$ cat config.mk
export PLATFORM = sky130hd
export DESIGN_NAME = button_switch_input_port
export DESIGN_NICKNAME = d
export VERILOG_FILES = /design/src/rtl/input_port_pkg.sv /design/src/rtl/debounce_bit.sv /design/src/rtl/button_switch_input_port.sv
export SDC_FILE = /design/constraint.sdc
export NUM_CORES = 1
export LEC_CHECK = 0
export CAP_MARGIN = 30
export CORE_MARGIN = 2
export CORE_UTILIZATION = 50
export CTS_BUF_LIST = sky130_fd_sc_hd__clkbuf_8 sky130_fd_sc_hd__clkbuf_16
export CTS_CLUSTER_DIAMETER = 40
export CTS_CLUSTER_SIZE = 10
export DETAILED_ROUTE_END_ITERATION = 10
export HOLD_SLACK_MARGIN = 0.15
export PLACE_DENSITY = 0.67
export SLEW_MARGIN = 20
export SYNTH_ARGS = -nofsm -noshare
export SYNTH_HDL_FRONTEND = slang
export SYNTH_SLANG_ARGS = --single-unit
$ cat constraint.sdc
create_clock -name clk -period 17.5 [get_ports clk]
set_input_delay 2.625 -clock clk [delete_from_list [all_inputs] [get_ports clk]]
set_output_delay 2.625 -clock clk [all_outputs]
set_load 0.01 [all_outputs]
$ cat src/rtl/input_port_pkg.sv
// Shared constants and types for the button/switch input port register window.
package input_port_pkg;

    typedef logic [1:0] rd_addr_t;

    localparam int DATA_W = 32;

    localparam rd_addr_t ADDR_SW      = 2'd0;
    localparam rd_addr_t ADDR_BTN     = 2'd1;
    localparam rd_addr_t ADDR_BTN_EVT = 2'd2;
    localparam rd_addr_t ADDR_SW_EVT  = 2'd3;

endpackage

$ cat src/rtl/debounce_bit.sv
// One input bit: two-flop synchroniser, stability counter and accepted (stable) level.
module debounce_bit #(
    parameter int DEBOUNCE_CYCLES = 250000
) (
    input  logic i_clk,
    input  logic i_rst,
    input  logic i_raw,
    output logic o_stable
);

    localparam int CNT_W = $clog2(DEBOUNCE_CYCLES);
    localparam logic [CNT_W-1:0] CNT_LAST = CNT_W'(DEBOUNCE_CYCLES - 1);

    logic             r_meta;
    logic             r_sync;
    logic             r_stable;
    logic [CNT_W-1:0] r_cnt;

    // Any return to the accepted level restarts the count, so short glitches never land.
    always_ff @(posedge i_clk or posedge i_rst) begin
        if (i_rst) begin
            r_meta   <= 1'b0;
            r_sync   <= 1'b0;
            r_stable <= 1'b0;
            r_cnt    <= '0;
        end else begin
            r_meta <= i_raw;
            r_sync <= r_meta;
            if (r_sync == r_stable) begin
                r_cnt <= '0;
            end else if (r_cnt == CNT_LAST) begin
                r_stable <= r_sync;
                r_cnt    <= '0;
            end else begin
                r_cnt <= r_cnt + CNT_W'(1);
            end
        end
    end

    assign o_stable = r_stable;

endmodule

$ cat src/rtl/button_switch_input_port.sv
// Debounced switch/button input port with a 4-word read-only window and sticky button events.
// Define INPUT_PORT_SW_EVENT_EN to add sticky switch-change events at word 3 (also drives irq).
module button_switch_input_port
    import input_port_pkg::*;
#(
    parameter int NUM_SW          = 16,
    parameter int NUM_BTN         = 5,
    parameter int DEBOUNCE_CYCLES = 250000
) (
    input  logic              clk,
    input  logic              reset,
    input  logic [NUM_SW-1:0]  sw_raw,
    input  logic [NUM_BTN-1:0] btn_raw,
    input  logic              rd_en,
    input  rd_addr_t          rd_addr,
    output logic [DATA_W-1:0] rd_data,
    output logic              irq
);

    logic [NUM_SW-1:0]  w_sw_stable;
    logic [NUM_BTN-1:0] w_btn_stable;
    logic [NUM_BTN-1:0] r_btn_stable_d;
    logic [NUM_BTN-1:0] w_btn_rise;
    logic [NUM_BTN-1:0] w_btn_clr;
    logic [NUM_BTN-1:0] r_btn_evt;
    logic [NUM_SW-1:0]  w_sw_evt_word;
    logic               w_sw_evt_any;
    logic [DATA_W-1:0]  w_rd_word;
    logic [DATA_W-1:0]  r_rd_data;
    logic               r_irq;

    for (genvar g = 0; g < NUM_SW; g++) begin : g_sw
        debounce_bit #(.DEBOUNCE_CYCLES(DEBOUNCE_CYCLES)) u_db (
            .i_clk    (clk),
            .i_rst    (reset),
            .i_raw    (sw_raw[g]),
            .o_stable (w_sw_stable[g])
        );
    end

    for (genvar g = 0; g < NUM_BTN; g++) begin : g_btn
        debounce_bit #(.DEBOUNCE_CYCLES(DEBOUNCE_CYCLES)) u_db (
            .i_clk    (clk),
            .i_rst    (reset),
            .i_raw    (btn_raw[g]),
            .o_stable (w_btn_stable[g])
        );
    end

    assign w_btn_rise = w_btn_stable & ~r_btn_stable_d;
    assign w_btn_clr  = (rd_en && rd_addr == ADDR_BTN_EVT) ? r_btn_evt : '0;

    // Clear only what this read returns; a rise in the same cycle re-sets the bit.
    always_ff @(posedge clk or posedge reset) begin
        if (reset) begin
            r_btn_stable_d <= '0;
            r_btn_evt      <= '0;
        end else begin
            r_btn_stable_d <= w_btn_stable;
            r_btn_evt      <= (r_btn_evt & ~w_btn_clr) | w_btn_rise;
        end
    end

`ifdef INPUT_PORT_SW_EVENT_EN
    logic [NUM_SW-1:0] r_sw_stable_d;
    logic [NUM_SW-1:0] r_sw_evt;
    logic [NUM_SW-1:0] w_sw_change;
    logic [NUM_SW-1:0] w_sw_clr;

    assign w_sw_change = w_sw_stable ^ r_sw_stable_d;
    assign w_sw_clr    = (rd_en && rd_addr == ADDR_SW_EVT) ? r_sw_evt : '0;

    always_ff @(posedge clk or posedge reset) begin
        if (reset) begin
            r_sw_stable_d <= '0;
            r_sw_evt      <= '0;
        end else begin
            r_sw_stable_d <= w_sw_stable;
            r_sw_evt      <= (r_sw_evt & ~w_sw_clr) | w_sw_change;
        end
    end

    assign w_sw_evt_word = r_sw_evt;
    assign w_sw_evt_any  = |r_sw_evt;
`else
    assign w_sw_evt_word = '0;
    assign w_sw_evt_any  = 1'b0;
`endif

    always_comb begin
        w_rd_word = '0;
        case (rd_addr)
            ADDR_SW:      w_rd_word[NUM_SW-1:0]  = w_sw_stable;
            ADDR_BTN:     w_rd_word[NUM_BTN-1:0] = w_btn_stable;
            ADDR_BTN_EVT: w_rd_word[NUM_BTN-1:0] = r_btn_evt;
            ADDR_SW_EVT:  w_rd_word[NUM_SW-1:0]  = w_sw_evt_word;
            default:      w_rd_word = '0;
        endcase
    end

    always_ff @(posedge clk or posedge reset) begin
        if (reset) begin
            r_rd_data <= '0;
            r_irq     <= 1'b0;
        end else begin
            if (rd_en) begin
                r_rd_data <= w_rd_word;
            end
            r_irq <= (|r_btn_evt) | w_sw_evt_any;
        end
    end

    assign rd_data = r_rd_data;
    assign irq     = r_irq;

endmodule

# --- Word-level counts from Yosys, hierarchy flattened ---
# Cells that the tools add are included.
op_classes:
  n_reduce_logical: 24
  muxes: 45
  bitwise: 26
  addsub: 21
  eq_ne: 45
op_table:
  columns: ["operator", "n"]
  rows:
  - ["$mux 18", 42]
  - ["$add 18x1->18 const B", 21]
  - ["$eq 18x18->1 const B", 21]
  - ["$reduce_and 2->1", 21]
  - ["$eq 1x1->1", 21]
  - ["$not 1->1", 21]
  - ["$pmux 5 s4", 1]
  - ["$mux 11", 1]
  - ["$and 5x5->5", 2]
  - ["$not 5->5", 2]
  - ["$mux 5", 1]
  - ["$or 5x5->5", 1]
  - ["$reduce_or 5->1", 1]
  - ["$eq 2x2->1 const B", 2]
  - ["$eq 2x1->1 const B", 1]
  - ["$logic_not 2->1", 1]
  - ["$logic_and 1x1->1", 1]
totals:
  output_inout_bits: 33
  wordCells: 249
  input_bits: 26
  reg_bits: 468

# --- Longest topological paths before layout ---
logic_depth:
  word_depth: 6
  depth_mapped: 6
  depth_no_buf: 5

# --- Hierarchy ---
# A second synthesis with hierarchy kept.
hier_totals:
  cells_unflattened: 2093
  hier_area_um2: 22460.3
modules_own_cells:
  columns: ["module", "cells_per_inst", "seq_area_each_um2", "area_per_inst_um2", "instances"]
  rows:
  - ["debounce_bit", 95, 525.5, 1012.2, 21]
  - ["button_switch_input_port", 98, 675.6, 1203.7, 1]

# --- Worst setup path before layout ---
# Ideal clock, no wire load.
synth_path:
  path_type: "input port to flip-flop"
  startpoint: "input port rd_addr[0]"
  endpoint: "register r_rd_data[10], in the netlist rd_data[10]"
  path_buffers: 2
  path_slack_ns: 13.943
  cell_stages: 5
  setup_ns: 0.083
  required_time_ns: 17.417
  t_arrival_ns: 3.475
  path_cell_list: "clkbuf_1 -> nor3b_1 -> clkbuf_1 -> nand2_1 -> o21ai_0"
synth_via:
  elab_chain_len: 2
synth_rtl:
  columns: ["element", "line_no", "text"]
  rows:
  - ["from (decl)", "button_switch_input_port.sv:15", "input rd_addr_t rd_addr,"]
  - ["$logic_not 2->1", "button_switch_input_port.sv:92", "case (rd_addr)"]
  - ["$mux 11", "button_switch_input_port.sv:92", null]
  - ["to (signal assigned)", "button_switch_input_port.sv:107", "r_rd_data <= w_rd_word;"]
  - ["to (decl)", "button_switch_input_port.sv:29", "logic [DATA_W-1:0] r_rd_data;"]
# No other way between the ends.
# A chain may end at the register's enable or synchronous reset.

# --- Worst setup path in the final report ---
layout_path:
  startpoint: "register r_rd_data[7], in the netlist rd_data[7]"
  endpoint: "output port rd_data[7]"
layout_rtl:
  columns: ["element", "line_no", "text"]
  rows:
  - ["to (decl)", "button_switch_input_port.sv:16", "output logic [DATA_W-1:0] rd_data,"]
# No word-level cell between the ends.

==> summary by stage <==
Place
In this run the cell area measured after placement is 23300 um2. The count of buffers added on input and output ports is 42. The placed wire-length estimate after detailed placement is approximately 27000 um. Routability-driven placement finished with a final weighted congestion of 0.819. At the placement stage, the worst setup path has a slack of between 10 and 15 ns. The number of instances in the placed design is about 2800.

Final layout
The final instance area is approximately 26000 um2. The register area is around 12000 um2. The post-layout net count is roughly 2300. Of the cells placed in the final design, the portion with a size suffix greater than 1 is 0.0843.

After the flow finishes, the layout carries non-filler instances totaling between 2000 and 3000. The count of antenna diodes in the layout is 0. The number of inserted filler cells in the final layout is ~3700. The combined area of the multi-input logic cells is between 9000 and 10000 um2. The area growth from synthesis to layout is 16.6%.

Clock network
TritonCTS built the clock tree. Post-CTS repair changed the size of 0 cells. Buffers inserted to repair hold after CTS numbered 0.

No sink is reached through more buffers than the 3 on the longest clock path. Clock-pin slew was measured on the worst setup and hold paths at roughly 0.050 ns. The post-CTS setup buffer count is 0. The number of sinks handled by clock tree synthesis is approximately 470.

In this run the clock root is driven by a clkbuf_16. The clock buffer count from CTS is 73. At the later pin of the worst-skew pair, clock insertion delay measures around 0.59 ns. The clock tree synthesis step divided the H-tree into 3 levels.

Floorplanning
Pin placement for this block handled between 50 and 60 I/O pins. The horizontal extent of the die is 215 um. The floorplan step defined a core boundary enclosing between 40000 and 50000 um2. The vertical extent of the die is 215 um.

The number of rows in the core area is between 70 and 80. The initial standard-cell utilization of the core is 0.504. The area enclosed by the die boundary is roughly 46000 um2.

Yosys
The mean instance size in the synthesized netlist is around 10 um2. The flop and latch count out of synthesis is roughly 470. The share of Yosys cell area claimed by the top area cell type is 0.528. By area the synthesized netlist is led by dfrtp_1 (53%), xnor2_1 (9.1%), nor2_1 (7.0%).

In the synthesized netlist the async set-or-reset flop fraction comes to 1.00. The count of different cell masters after synthesis is 44. The Yosys step of the flow raised 0 warnings. The primary flip-flop cell chosen by synthesis mapping is dfrtp_1. The sequential fraction of the synthesis area is 0.528. The largest area contributor in the netlist is dfrtp_1. In this run the cell area of the synthesized design comes to 22200 um2. The number of synthesized flops with an enable pin is 0. The cell count after synthesis came out at approximately 2200.

Power and ir drop
In this run the power density over the cells is slightly above 100 nW/um2. The total leakage power is 10.4 nW. The worst supply voltage drop on vdd is between 0.07 and 0.08 mV.

Detailed routing
The detail route stage leaves a number of antenna-violating nets equal to 0. After detailed routing, the total wire length is 42300 um. The first detailed-routing pass ran for 5 iterations.

The DRC violation count after routing is 0. Dividing the detail-routed wire length by the instance count gives 14.4 um. In this run, the number of DRC markers left after iteration 0 of detailed routing was roughly 1100. The total vias in the final route is approximately 16000. In the routed layout, each cell is associated on average with a via count of approximately 5.4.

Global route
In the global route stage, met1 resource usage came out at 0.264. The global routing met3 resource utilization is 0.0391. The via count of the first global-routing pass is ~16000. The total global-route track usage is 0.189. For met2 alone, demand over resource in global routing was 0.300. The global routing stage identified its most utilized layer as met2. The overall overflow remaining after global route is 0.

Entering global routing, the biggest net connects 130 pins. The global-route wire length before repair is 74700 um. The initial antenna violation count is 0.

Timing
Setup violations remaining at the end of the flow were counted as 0. The setup TNS is 0 ns. The smallest setup slack after layout is approximately 13 ns. Setup repair after global routing left no endpoint under its margin. The maximum achievable frequency is roughly 0.24 GHz. In the finished design, the share of the clock period the worst path needs comes to 0.241.

The number of max-slew violations in the final report was 0. The number of endpoints with negative hold slack in the final report is 0. The worst pin sits at a relative slew slack of 0.348. The time the worst path needs with I/O delays and setup is 4.22 ns. The final clock skew is 0.0212 ns. At the pin with the least slew margin, the transition time is 0.974 ns.

Critical path
For this run, the slowest stage of the critical path takes 0.58 ns. The largest fanout on the critical path is 2. The worst setup path is of the reg2out kind.

The cell family contributing the most delay on the critical path is buffers and inverters. The depth of the critical timing path with buffers and inverters included is 1. The critical path buffer and inverter count is 1. STA classifies the critical path endpoint as an output port. The worst register-to-register path begins at g_sw[11].u_db.r_cnt[10]. The required time reported for the critical path endpoint is about 15 ns. The worst register-to-register path has a depth of 4. The worst register-to-register path ends at g_sw[11].u_db.r_cnt[12]. Among all stages on the critical path, the largest delay is contributed by clkdlybuf4s50_1. The arrival time of the worst setup path is between 1.5 and 2 ns. Traced cell by cell, the critical path runs through clkdlybuf4s50_1. The reg2reg setup slack is ~15 ns. The element type at the critical path start is a register.

Hold path
The terminating pin of the worst hold path is g_sw[2].u_db.r_sync. The number of stages on the worst hold path is 0. The worst hold path belongs to the class reg2reg. The hold path startpoint is g_sw[2].u_db.r_meta.

Run status
The run finished with clean final reports.

Job
The max-cap violation count is 0.
through the flow:
step | hold slack [ns] | total power, mW | util
final | 0.339 | 2.65 | 0.588
after global routing | 0.346 | 2.75 | 0.588
after CTS | 0.341 | 2.68 | 0.585
after detailed placement | 0.336 | 1.22 | 0.528
after global placement | 0.332 | 1.21 | 0.528
after floorplan | 0.331 | 1.19 | -
cell type report:
| cell class | instances | area share |
|---|---|---|
| Timing Repair Buffer | 65 | 0.0258 |
| Clock buffer | 81 | 0.0752 |
| Sequential cell | 468 | 0.452 |
| Inverter | 85 | 0.0126 |
| Clock inverter | 46 | 0.0207 |
| Tap cell | 592 | 0.0286 |
| Multi-Input combinational cell | 1604 | 0.385 |
worst max path at each step:
stage,start,end
finish,rd_data[7],rd_data[7]
global route,reset,g_btn[0].u_db.r_cnt[11]
CTS,reset,g_btn[4].u_db.r_cnt[14]
detailed placement,reset,g_sw[15].u_db.r_cnt[2]
global placement,reset,g_sw[15].u_db.r_cnt[3]
floorplan,reset,g_btn[0].u_db.o_stable
report_power, final:
group          internal (mW)  switching (mW)
Combinational         0.0281          0.0554
Sequential              1.10          0.0161
Clock                  0.936           0.511
flip-flops by register name (all words and copies together), names as in the netlist, 16 cells and up:
register / flops
g_sw.u_db.r_cnt: 288
g_sw.u_db.r_sync: 16
rd_data: 16
g_btn.u_db.r_cnt: 90
g_sw.u_db.o_stable: 16
g_sw.u_db.r_meta: 16
cell usage after synthesis, drive strengths merged, types with 20 or more instances:
| library cell | n |
|---|---|
| dfrtp | 468 |
| o21ai | 39 |
| a21oi | 49 |
| nand3 | 137 |
| nand4 | 112 |
| inv | 85 |
| mux2 | 21 |
| xnor2 | 230 |
| nor3 | 55 |
| or3 | 25 |
| o41ai | 23 |
| nand2 | 125 |
| or4 | 20 |
| ha | 21 |
| nor4 | 127 |
| xor2 | 86 |
| buf | 34 |
| nor2 | 412 |
layer usage:
layer | share of wire | wire, um
met1 | 0.48 | 20300
met2 | 0.47 | 19700
met3 | 0.036 | 1530
met4 | 0.018 | 760
met5 | 0 | 0
placed cells by master (no fill, tap or decap), types with 5 or more instances in the layout:
| cell | count |
|---|---|
| dfrtp_1 | 468 |
| nor2_1 | 412 |
| xnor2_1 | 230 |
| nand3_1 | 136 |
| nor4_1 | 127 |
| nand2_1 | 125 |
| nand4_1 | 107 |
| inv_1 | 94 |
| xor2_1 | 86 |
| clkbuf_16 | 74 |
| nor3_1 | 55 |
| a21oi_1 | 49 |
| clkdlybuf4s50_1 | 42 |
| o21ai_0 | 34 |
| or3_1 | 23 |
| mux2_2 | 21 |
| ha_1 | 21 |
| or4_1 | 19 |
| and4_1 | 18 |
| o31ai_1 | 16 |
| conb_1 | 16 |
| nor4b_1 | 15 |
| or4b_1 | 14 |
| buf_4 | 14 |
| o41ai_4 | 11 |
| bufinv_16 | 9 |
| and3_1 | 7 |
| nor2b_1 | 7 |
| o41ai_1 | 7 |
| mux2i_1 | 7 |
| clkinv_2 | 7 |
| clkbuf_8 | 7 |
| clkinv_4 | 7 |
| inv_6 | 6 |
| buf_6 | 6 |
| nand3b_1 | 5 |
| nand4_2 | 5 |
| o41ai_2 | 5 |
kinds of logic (layout without fill, tap and decap cells):
group,Yosys count,count (layout),share of synthesized area
AO/OA/AOI/OAI,127,127,0.0458
XOR/XNOR,316,316,0.125
adder cells (fa/ha/maj),21,21,0.0118
buffers and inverters,135,277,0.0268
flip-flops,468,468,0.528
multiplexers,28,28,0.0138
other,1,16,0.000169
AND/OR/NAND/NOR,1096,1096,0.249
(Power assumes the default switching activity.)
